### config.mk
export PLATFORM = sky130hd
export DESIGN_NAME = matrix_fifo_reader
export DESIGN_NICKNAME = d
export VERILOG_FILES = /design/src/rtl/matrix_fifo_pkg.sv /design/src/rtl/stream_skid_buf.sv /design/src/rtl/matrix_fifo_reader.sv
export SDC_FILE = /design/constraint.sdc
export NUM_CORES = 1
export LEC_CHECK = 0
export CORE_MARGIN = 8
export CORE_UTILIZATION = 55
export DETAILED_ROUTE_END_ITERATION = 6
export GPL_TIMING_DRIVEN = 0
export PLACE_DENSITY = 0.76
export SETUP_SLACK_MARGIN = 0.15
export SYNTH_ARGS = -nofsm -noshare
export SYNTH_HDL_FRONTEND = slang
export SYNTH_SLANG_ARGS = --single-unit
### constraint.sdc
create_clock -name rd_clk -period 2.5 [get_ports rd_clk]
set_clock_uncertainty 0.15 [all_clocks]
set_input_delay 0.375 -clock rd_clk [delete_from_list [all_inputs] [get_ports rd_clk]]
set_output_delay 0.375 -clock rd_clk [all_outputs]
set_load 0.01 [all_outputs]
### src/rtl/matrix_fifo_pkg.sv
// Shared types and constants for the matrix FIFO reader: FSM state encoding,
// default geometry and the bit positions of the per-beat sideband tags.
package matrix_fifo_pkg;

  typedef enum logic [1:0] {
    ST_IDLE = 2'd0,
    ST_RUN  = 2'd1,
    ST_GAP  = 2'd2,
    ST_DONE = 2'd3
  } state_e;

  localparam int DEF_DATA_WIDTH = 8;
  localparam int DEF_H_ACTIVE   = 640;
  localparam int DEF_V_ACTIVE   = 480;
  localparam int DEF_LINE_GAP   = 4;

  // Tags ride in the low bits of each buffered beat, data above them.
  localparam int TAG_SOF = 0;
  localparam int TAG_EOL = 1;
  localparam int TAG_EOF = 2;
  localparam int TAG_W   = 3;

  localparam int CNT_W = 12;
  localparam int GAP_W = 8;

endpackage

### src/rtl/stream_skid_buf.sv
// Two-entry registered skid buffer. Entry 0 is always the output head, so a
// beat written into an empty buffer is presented on the following cycle.
module stream_skid_buf #(
  parameter int W = 11
) (
  input  logic         clk_i,
  input  logic         rst_ni,
  input  logic         clear_i,
  input  logic         in_valid_i,
  input  logic [W-1:0] in_data_i,
  output logic         in_ready_o,
  output logic         out_valid_o,
  input  logic         out_ready_i,
  output logic [W-1:0] out_data_o
);

  logic [1:0]   cnt_q, cnt_d;
  logic [W-1:0] m0_q, m0_d, m1_q, m1_d;
  logic         push, take;

  assign push        = in_valid_i;
  assign take        = out_valid_o & out_ready_i;
  assign out_valid_o = (cnt_q != 2'd0);
  assign in_ready_o  = (cnt_q != 2'd2);
  assign out_data_o  = m0_q;

  always_comb begin
    cnt_d = cnt_q;
    m0_d  = m0_q;
    m1_d  = m1_q;
    if (clear_i) begin
      cnt_d = 2'd0;
    end else begin
      case ({push, take})
        2'b10: begin
          if (cnt_q == 2'd0) m0_d = in_data_i;
          else               m1_d = in_data_i;
          cnt_d = cnt_q + 2'd1;
        end
        2'b01: begin
          m0_d  = m1_q;
          cnt_d = cnt_q - 2'd1;
        end
        2'b11: begin
          // Occupancy unchanged: new beat lands behind whatever remains.
          if (cnt_q == 2'd1) begin
            m0_d = in_data_i;
          end else begin
            m0_d = m1_q;
            m1_d = in_data_i;
          end
        end
        default: ;
      endcase
    end
  end

  always_ff @(posedge clk_i or negedge rst_ni) begin
    if (!rst_ni) begin
      cnt_q <= 2'd0;
      m0_q  <= '0;
      m1_q  <= '0;
    end else begin
      cnt_q <= cnt_d;
      m0_q  <= m0_d;
      m1_q  <= m1_d;
    end
  end

endmodule

### src/rtl/matrix_fifo_reader.sv
// Reads one H_ACTIVE x V_ACTIVE frame out of a prefetch FIFO per start pulse,
// inserting LINE_GAP idle cycles between lines and tagging sof/eol/eof.
module matrix_fifo_reader
  import matrix_fifo_pkg::*;
#(
  parameter int DATA_WIDTH = DEF_DATA_WIDTH,
  parameter int H_ACTIVE   = DEF_H_ACTIVE,
  parameter int V_ACTIVE   = DEF_V_ACTIVE,
  parameter int LINE_GAP   = DEF_LINE_GAP
) (
  input  logic                  rd_clk,
  input  logic                  rd_rst_n,
  input  logic                  start,
  input  logic                  clear,
  input  logic                  fifo_rd_vld,
  input  logic [DATA_WIDTH-1:0] fifo_rd_data,
  output logic                  fifo_rd_en,
  output logic [DATA_WIDTH-1:0] m_data,
  output logic                  m_valid,
  input  logic                  m_ready,
  output logic                  m_sof,
  output logic                  m_eol,
  output logic                  m_eof,
  output logic                  busy,
  output logic                  frame_done
);

  localparam int BW = DATA_WIDTH + TAG_W;
  localparam logic [CNT_W-1:0] X_LAST   = CNT_W'(H_ACTIVE - 1);
  localparam logic [CNT_W-1:0] Y_LAST   = CNT_W'(V_ACTIVE - 1);
  localparam logic [GAP_W-1:0] GAP_LAST = GAP_W'(LINE_GAP - 1);

  state_e             state_q, state_d;
  logic [CNT_W-1:0]   x_q, x_d, y_q, y_d;
  logic [GAP_W-1:0]   gap_q, gap_d;
  logic               x_last, y_last, pop;
  logic               skid_rdy, skid_vld;
  logic [BW-1:0]      pop_beat, out_beat;

  assign x_last = (x_q == X_LAST);
  assign y_last = (y_q == Y_LAST);

  // clear also blocks the pop so the FIFO head survives for the next frame.
  assign pop        = fifo_rd_vld & (state_q == ST_RUN) & skid_rdy & ~clear;
  assign fifo_rd_en = pop;

  always_comb begin
    pop_beat                = '0;
    pop_beat[BW-1:TAG_W]    = fifo_rd_data;
    pop_beat[TAG_SOF]       = (x_q == '0) & (y_q == '0);
    pop_beat[TAG_EOL]       = x_last;
    pop_beat[TAG_EOF]       = x_last & y_last;
  end

  always_comb begin
    state_d = state_q;
    x_d     = x_q;
    y_d     = y_q;
    gap_d   = gap_q;
    if (clear) begin
      state_d = ST_IDLE;
      x_d     = '0;
      y_d     = '0;
      gap_d   = '0;
    end else begin
      case (state_q)
        ST_IDLE: if (start) state_d = ST_RUN;
        ST_RUN: begin
          if (pop) begin
            if (x_last) begin
              x_d = '0;
              if (y_last) begin
                y_d     = '0;
                state_d = ST_DONE;
              end else begin
                y_d = y_q + 1'b1;
                if (LINE_GAP > 0) state_d = ST_GAP;
              end
            end else begin
              x_d = x_q + 1'b1;
            end
          end
        end
        ST_GAP: begin
          if (gap_q == GAP_LAST) begin
            gap_d   = '0;
            state_d = ST_RUN;
          end else begin
            gap_d = gap_q + 1'b1;
          end
        end
        ST_DONE: state_d = ST_IDLE;
        default: state_d = ST_IDLE;
      endcase
    end
  end

  always_ff @(posedge rd_clk or negedge rd_rst_n) begin
    if (!rd_rst_n) begin
      state_q <= ST_IDLE;
      x_q     <= '0;
      y_q     <= '0;
      gap_q   <= '0;
    end else begin
      state_q <= state_d;
      x_q     <= x_d;
      y_q     <= y_d;
      gap_q   <= gap_d;
    end
  end

  stream_skid_buf #(.W(BW)) u_skid (
    .clk_i       (rd_clk),
    .rst_ni      (rd_rst_n),
    .clear_i     (clear),
    .in_valid_i  (pop),
    .in_data_i   (pop_beat),
    .in_ready_o  (skid_rdy),
    .out_valid_o (skid_vld),
    .out_ready_i (m_ready),
    .out_data_o  (out_beat)
  );

  assign m_valid    = skid_vld;
  assign m_data     = out_beat[BW-1:TAG_W];
  assign m_sof      = skid_vld & out_beat[TAG_SOF];
  assign m_eol      = skid_vld & out_beat[TAG_EOL];
  assign m_eof      = skid_vld & out_beat[TAG_EOF];
  assign busy       = (state_q != ST_IDLE) | skid_vld;
  assign frame_done = (state_q == ST_DONE);

endmodule
==> reports/metrics.csv, run 1 <==
metric,value,unit
Die W,94.2,um
unrepaired setup endpoints after global routing,no,
Slew @ Worst Pin,644,ps
Clock Sinks,58,
Placer Congestion,0.854,
area delta synth->final,18.8,%
"Slew Viols, Final",0,
leakage,1.76,nW
critical path peak fanout,7,
Nets,401,
core area,0.00592,mm^2
gr usage total,17.5,%
combinational share of power,34.6,%
Die Span Y,94.2,um
Syn Std Cell Area,0.00336,mm^2
Critical path origin,u_skid.cnt_q[0],
pin count of the biggest net entering global routing,34,
Mapped Nets,357,
WHS Path Cells,2,
Worst slew margin,57.1,%
detailed-route via count,2687,
Fin. Hold Viols,0,
sequential share of power,39.4,%
clock-pin slew on the worst setup and hold paths,60,ps
DRC,0,
Inserted Diodes,0,
status,"complete, no violations",
I/O Pins,29,
cell with the most instances after synthesis,dfrtp_1,
Critical Path Source Type,flop,
final critical-path required period,2250,ps
"Primary FF master, synth",dfrtp_1,
Mapped Cells,335,
R2R Path Start,u_skid.cnt_q[0],
htree depth,3,
Syn Area/Cell,10.0,um^2
Port Buf Inserts,27,
first-pass GRT wire length,12200,um
setup TNS,0,ps
sequential area share after synthesis,43.2,%
CP Data Arrival Time,1730,ps
DP Wirelength,5260,um
Critical Path Sink,busy,
row count,28,
Initial DRT Pass Iterations,5,
Final ANT Viol Nets,0,
clk root buf,clkbuf_8,
period utilization,90.1,%
initial DRC count,121,
worst reg2reg endpoint,u_skid.out_data_o[0],
Int Power,2.13,mW
"top cells by count, synth","dfrtp_1 (58), nand2_1 (45), nor2_1 (18)",
Final Hold Slack,330,ps
Clock Path Buffers,2,
Seq cells post-synth,58,
"Clk Latency, worst-skew pair",350,ps
Reg area,0.00145,mm^2
Worst R2R Setup Slack,250,ps
NetSw,0.917,mW
Initial Util,56.8,%
area of the multi-input gates,0.00175,mm^2
Clock power frac,26.0,%
HP Class,flop to flop,
Post-synth EDFFs,0,
crit end category,primary output,
required time of the critical path,1980,ps
switching part of the total,30.1,%
vias per inst,5.88,
Filler cells,457,
PD cells,763,mW/mm^2
async set-reset flop share out of synthesis,100,%
layout cell share with drive strength beyond 1,18.3,%
Peak VDD IR,0.504,mV
synth top area cells,"dfrtp_1 (43%), nand2_1 (5.0%), mux2_2 (3.7%), ha_1 (3.0%), buf_4 (2.5%)",
drt total wl,7360,um
initial antenna violation count,0,
TritonCTS Buffers,9,
die area,0.00887,mm^2
vias in the first global route,2578,
Peak Freq,444,MHz
largest area contributor in the netlist,dfrtp_1,
WL/cell,16.1,um
total gr overflow,0,
Netlist cell types,61,
depth of the worst register-to-register path,9,
final setup fails,0,
max cap viols,0,
CTS tree,built,
top cell type's share of synthesized area,43.2,%
critical path class,flop to primary output,
Ys Warns,0,
-- layer usage --
metal	vias up	part of all wire (%)	routed length [um]	GRT usage, %
met4	0	0.98	72	6.21
met1	1310	46	3370	21.5
li1	1307	-	-	-
met2	64	47	3480	27.3
met3	6	6.0	439	6.63
met5	-	0	0	0
-- cells in the final DEF (no fill, tap or decap), drive strengths merged, types with 5 or more instances in the layout --
master,instances
nand2,46
and3,8
clkbuf,18
dfrtp,58
o211ai,5
inv,14
clkdlybuf4s50,24
mux2,17
nor4,7
nor2,18
buf,24
o21ai,7
a31oi,6
a221o,6
nand4,5
and2,7
xor2,8
o31ai,5
a21oi,9
nand3,16
ha,8
-- critical path: stages (launching register included) --
cell	delay, ps
dfrtp_1	400
inv_2	100
ha_4	190
inv_1	60
or3_1	350
dlygate4sd2_1	290
-- sequential cells by signal, summed over array words and instances, names as in the netlist --
signal,flops
y_q,12
u_skid.out_data_o,11
u_skid.m1_q,11
x_q,12
state_q,2
u_skid.cnt_q,2
gap_q,8
-- logic make-up after synthesis --
group / Yosys count / share of synthesized area (%)
xor+xnor: 12 / 3.13
fa+ha+maj: 8 / 2.98
simple gates: 133 / 21.4
flops: 58 / 43.2
compound gates: 66 / 16.2
buf+inv: 37 / 5.70
mux: 21 / 7.45
-- cell type report --
type / instances / share of cell area [%]
repair buffers: 33 / 7.93
plain buffers: 23 / 3.76
multi-input cells: 240 / 43.8
well taps: 75 / 2.35
clock inverters: 2 / 0.313
flip-flops and latches: 58 / 36.4
clock buffers: 12 / 4.14
inverters: 14 / 1.32
-- power groups by stage --
stage | logic [mW] | registers (mW) | clock network, mW
4_1_cts | 1.03 | 1.20 | 0.812
5_1_grt | 1.14 | 1.22 | 0.853
3_5_place_dp | 1.00 | 1.21 | 0
3_3_place_gp | 0.968 | 1.20 | 0
2_1_floorplan | 0.654 | 1.18 | 0
6_report | 1.05 | 1.20 | 0.793
-- timing repair --
action / in CTS / in global routing
setup endpoints to repair: 8 / 11
buffers inserted: 1 / 2
gates resized for setup: 9 / 14
pin swaps: 1 / 1
hold buffers: 1 / 0
gates cloned: 0 / 1
endpoints found under the hold margin: 25 / 0
-- through the flow --
stage	setup slack (ps)	utilization, %	power (mW)	cell area [um^2]	std cells
floorplan	314	-	1.84	3360	335
global placement	-947	62.9	2.17	3720	437
detailed placement	-203	63.2	2.22	3740	438
CTS	155	66.8	3.04	3960	454
global route	147	67.4	3.21	3990	457
finish	247	67.4	3.05	3990	457
-- worst min-delay path by stage --
stage	end	from	slack (ps)
final	u_skid.m1_q[2]	u_skid.m1_q[2]	330
after global routing	u_skid.m1_q[3]	u_skid.m1_q[3]	350
after CTS	u_skid.m1_q[4]	u_skid.m1_q[4]	330
after detailed placement	gap_q[5]	rd_rst_n	270
after global placement	u_skid.m1_q[3]	u_skid.m1_q[3]	300
after floorplan	gap_q[0]	rd_rst_n	-70
(Power assumes the default switching activity.)
==> run 2: changes to the inputs <==
--- a/config.mk
+++ b/config.mk
@@ -11,6 +11,7 @@
 export GPL_TIMING_DRIVEN = 0
 export PLACE_DENSITY = 0.76
 export SETUP_SLACK_MARGIN = 0.15
+export SKIP_CTS_REPAIR_TIMING = 1
 export SYNTH_ARGS = -nofsm -noshare
 export SYNTH_HDL_FRONTEND = slang
 export SYNTH_SLANG_ARGS = --single-unit
==> run 2 against run 1 <==
First-iteration DRC count rose by 5.8%. Count of clock-buffer cells in the layout did not move. Core utilization barely moved. Sequential cell count did not move. Critical endpoint is now u_skid.out_data_o[6]. Routed wire length fell by 0.80%.
==> reports/metrics.csv, run 2 (synthesized netlist as in run 1, its figures left out) <==
metric,value,unit,change
power consumption,3.04,mW,-0.37%
drt total wl,7300,um,-0.80%
core area,0.00592,mm^2,unchanged
Peak VDD IR,0.501,mV,-0.50%
htree depth,3,,unchanged
period utilization,90.8,%,+0.63 points
final critical-path required period,2270,ps,+15.8 ps
Die Span Y,94.2,um,unchanged
clk root buf,clkbuf_8,,
vias in the first global route,2561,,-0.66%
die area,0.00887,mm^2,unchanged
PD cells,760,mW/mm^2,-0.40%
depth of the worst register-to-register path,8,,-1
detailed-route via count,2673,,-0.52%
largest registers,"x_q (12), y_q (12)",,
first-pass GRT wire length,12100,um,-1.2%
fin cells,457,,unchanged
I/O Pins,29,,unchanged
Final ANT Viol Nets,0,,unchanged
Die W,94.2,um,unchanged
fin area,0.00399,mm^2,about the same
WL/cell,16.0,um,-0.80%
clock-pin slew on the worst setup and hold paths,60,ps,about the same
Initial DRT Pass Iterations,4,,-1
WHS Path Cells,2,,unchanged
status,"complete, no violations",,
"commonest non-fill, non-tap cell in the layout",dfrtp_1,,
unrepaired setup endpoints after global routing,yes,,
dpl ws,-203,ps,unchanged
Clock Sinks,58,,unchanged
CP Data Arrival Time,2340,ps,+610 ps
DP Wirelength,5260,um,unchanged
Worst R2R Setup Slack,230,ps,-20 ps
HP Class,flop to flop,,
row count,28,,unchanged
DP Cell Count,438,,unchanged
final core area utilization,67.4,%,about the same
crit end category,flop,,
layout cell share with drive strength beyond 1,17.8,%,-0.52 points
most frequent cells in the layout,"dfrtp_1 (58), nand2_1 (45), clkdlybuf4s50_1 (24)",,
gr usage total,17.3,%,-0.17 points
Port Buf Inserts,27,,unchanged
area delta synth->final,18.8,%,about the same
Nets,401,,unchanged
vias per inst,5.85,,-0.52%
Placer Congestion,0.854,,unchanged
leakage,1.78,nW,+1.3%
Setup WS post-layout,231,ps,-15.8 ps
Clock Path Buffers,2,,unchanged
required time of the critical path,2580,ps,+600 ps
Slew @ Worst Pin,768,ps,+124 ps
Fin. Hold Viols,0,,unchanged
setup TNS,0,ps,unchanged
"Slew Viols, Final",0,,unchanged
Inserted Diodes,0,,unchanged
initial DRC count,128,,+5.8%
final setup fails,0,,unchanged
critical path class,flop to flop,,
pin count of the biggest net entering global routing,34,,unchanged
Worst slew margin,48.2,%,-8.9 points
Peak Freq,441,MHz,-0.70%
initial antenna violation count,0,,unchanged
DRC,0,,unchanged
TritonCTS Buffers,9,,unchanged
critical path peak fanout,10,,+3
total gr overflow,0,,unchanged
Initial Util,56.8,%,unchanged
"Clk Latency, worst-skew pair",340,ps,about the same
Critical Path Source Type,flop,,
max cap viols,0,,unchanged
Placed Area,0.00374,mm^2,unchanged
CTS tree,built,,
Final Hold Slack,328,ps,-1.48 ps
## run 2: changes by cell type in the layout (fill, tap and decap cells not counted)
cell	change
a41oi_1	+1
a41oi_2	-1
buf_4	-1
dlymetal6s2s_1	+2
dlygate4sd2_1	-1
## run 2: layout make-up
| type | instances | area, um^2 |
|---|---|---|
| tap | 75 | 93.8 |
| timing repair buffer | 33 | 328 |
| multi-input combinational | 240 | 1740 |
| buffer | 23 | 148 |
| fill | 459 | 1930 |
| inverter | 14 | 52.6 |
| clock buffer | 12 | 165 |
| sequential | 58 | 1450 |
| clock inverter | 2 | 12.5 |
## run 2: layer usage
metal | wire length [um] | vias to the layer above | GRT usage [%]
met3 | 436 | 10 | 6.79
met1 | 3310 | 1298 | 21.3
li1 | - | 1308 | -
met5 | 0 | - | 0
met4 | 109 | 0 | 7.27
met2 | 3450 | 57 | 26.3
## run 2: worst paths after layout
path | from | endpoint
setup / recovery | u_skid.cnt_q[0] | u_skid.out_data_o[6]
hold / removal | u_skid.m1_q[2] | u_skid.m1_q[2]
setup reg to reg | u_skid.cnt_q[0] | u_skid.out_data_o[6]
hold reg to reg | u_skid.m1_q[2] | u_skid.m1_q[2]
max in group asynchronous | rd_rst_n | x_q[7]
min in group asynchronous | rd_rst_n | gap_q[5]
## run 2: power by group
| group | switching, mW | internal [mW] | total (mW) | leakage [nW] |
|---|---|---|---|---|
| combinational | 0.446 | 0.600 | 1.05 | 0.915 |
| clock | 0.362 | 0.427 | 0.789 | 0.0903 |
| sequential | 0.100 | 1.10 | 1.20 | 0.777 |
## run 2: critical path: stages, from the launching register on
cell      delay (ps)
dfrtp_1          400
inv_2            100
ha_1             170
and4bb_1         180
buf_4            170
a31oi_4          230
buf_8            180
mux2_4           300
mux2_2           270
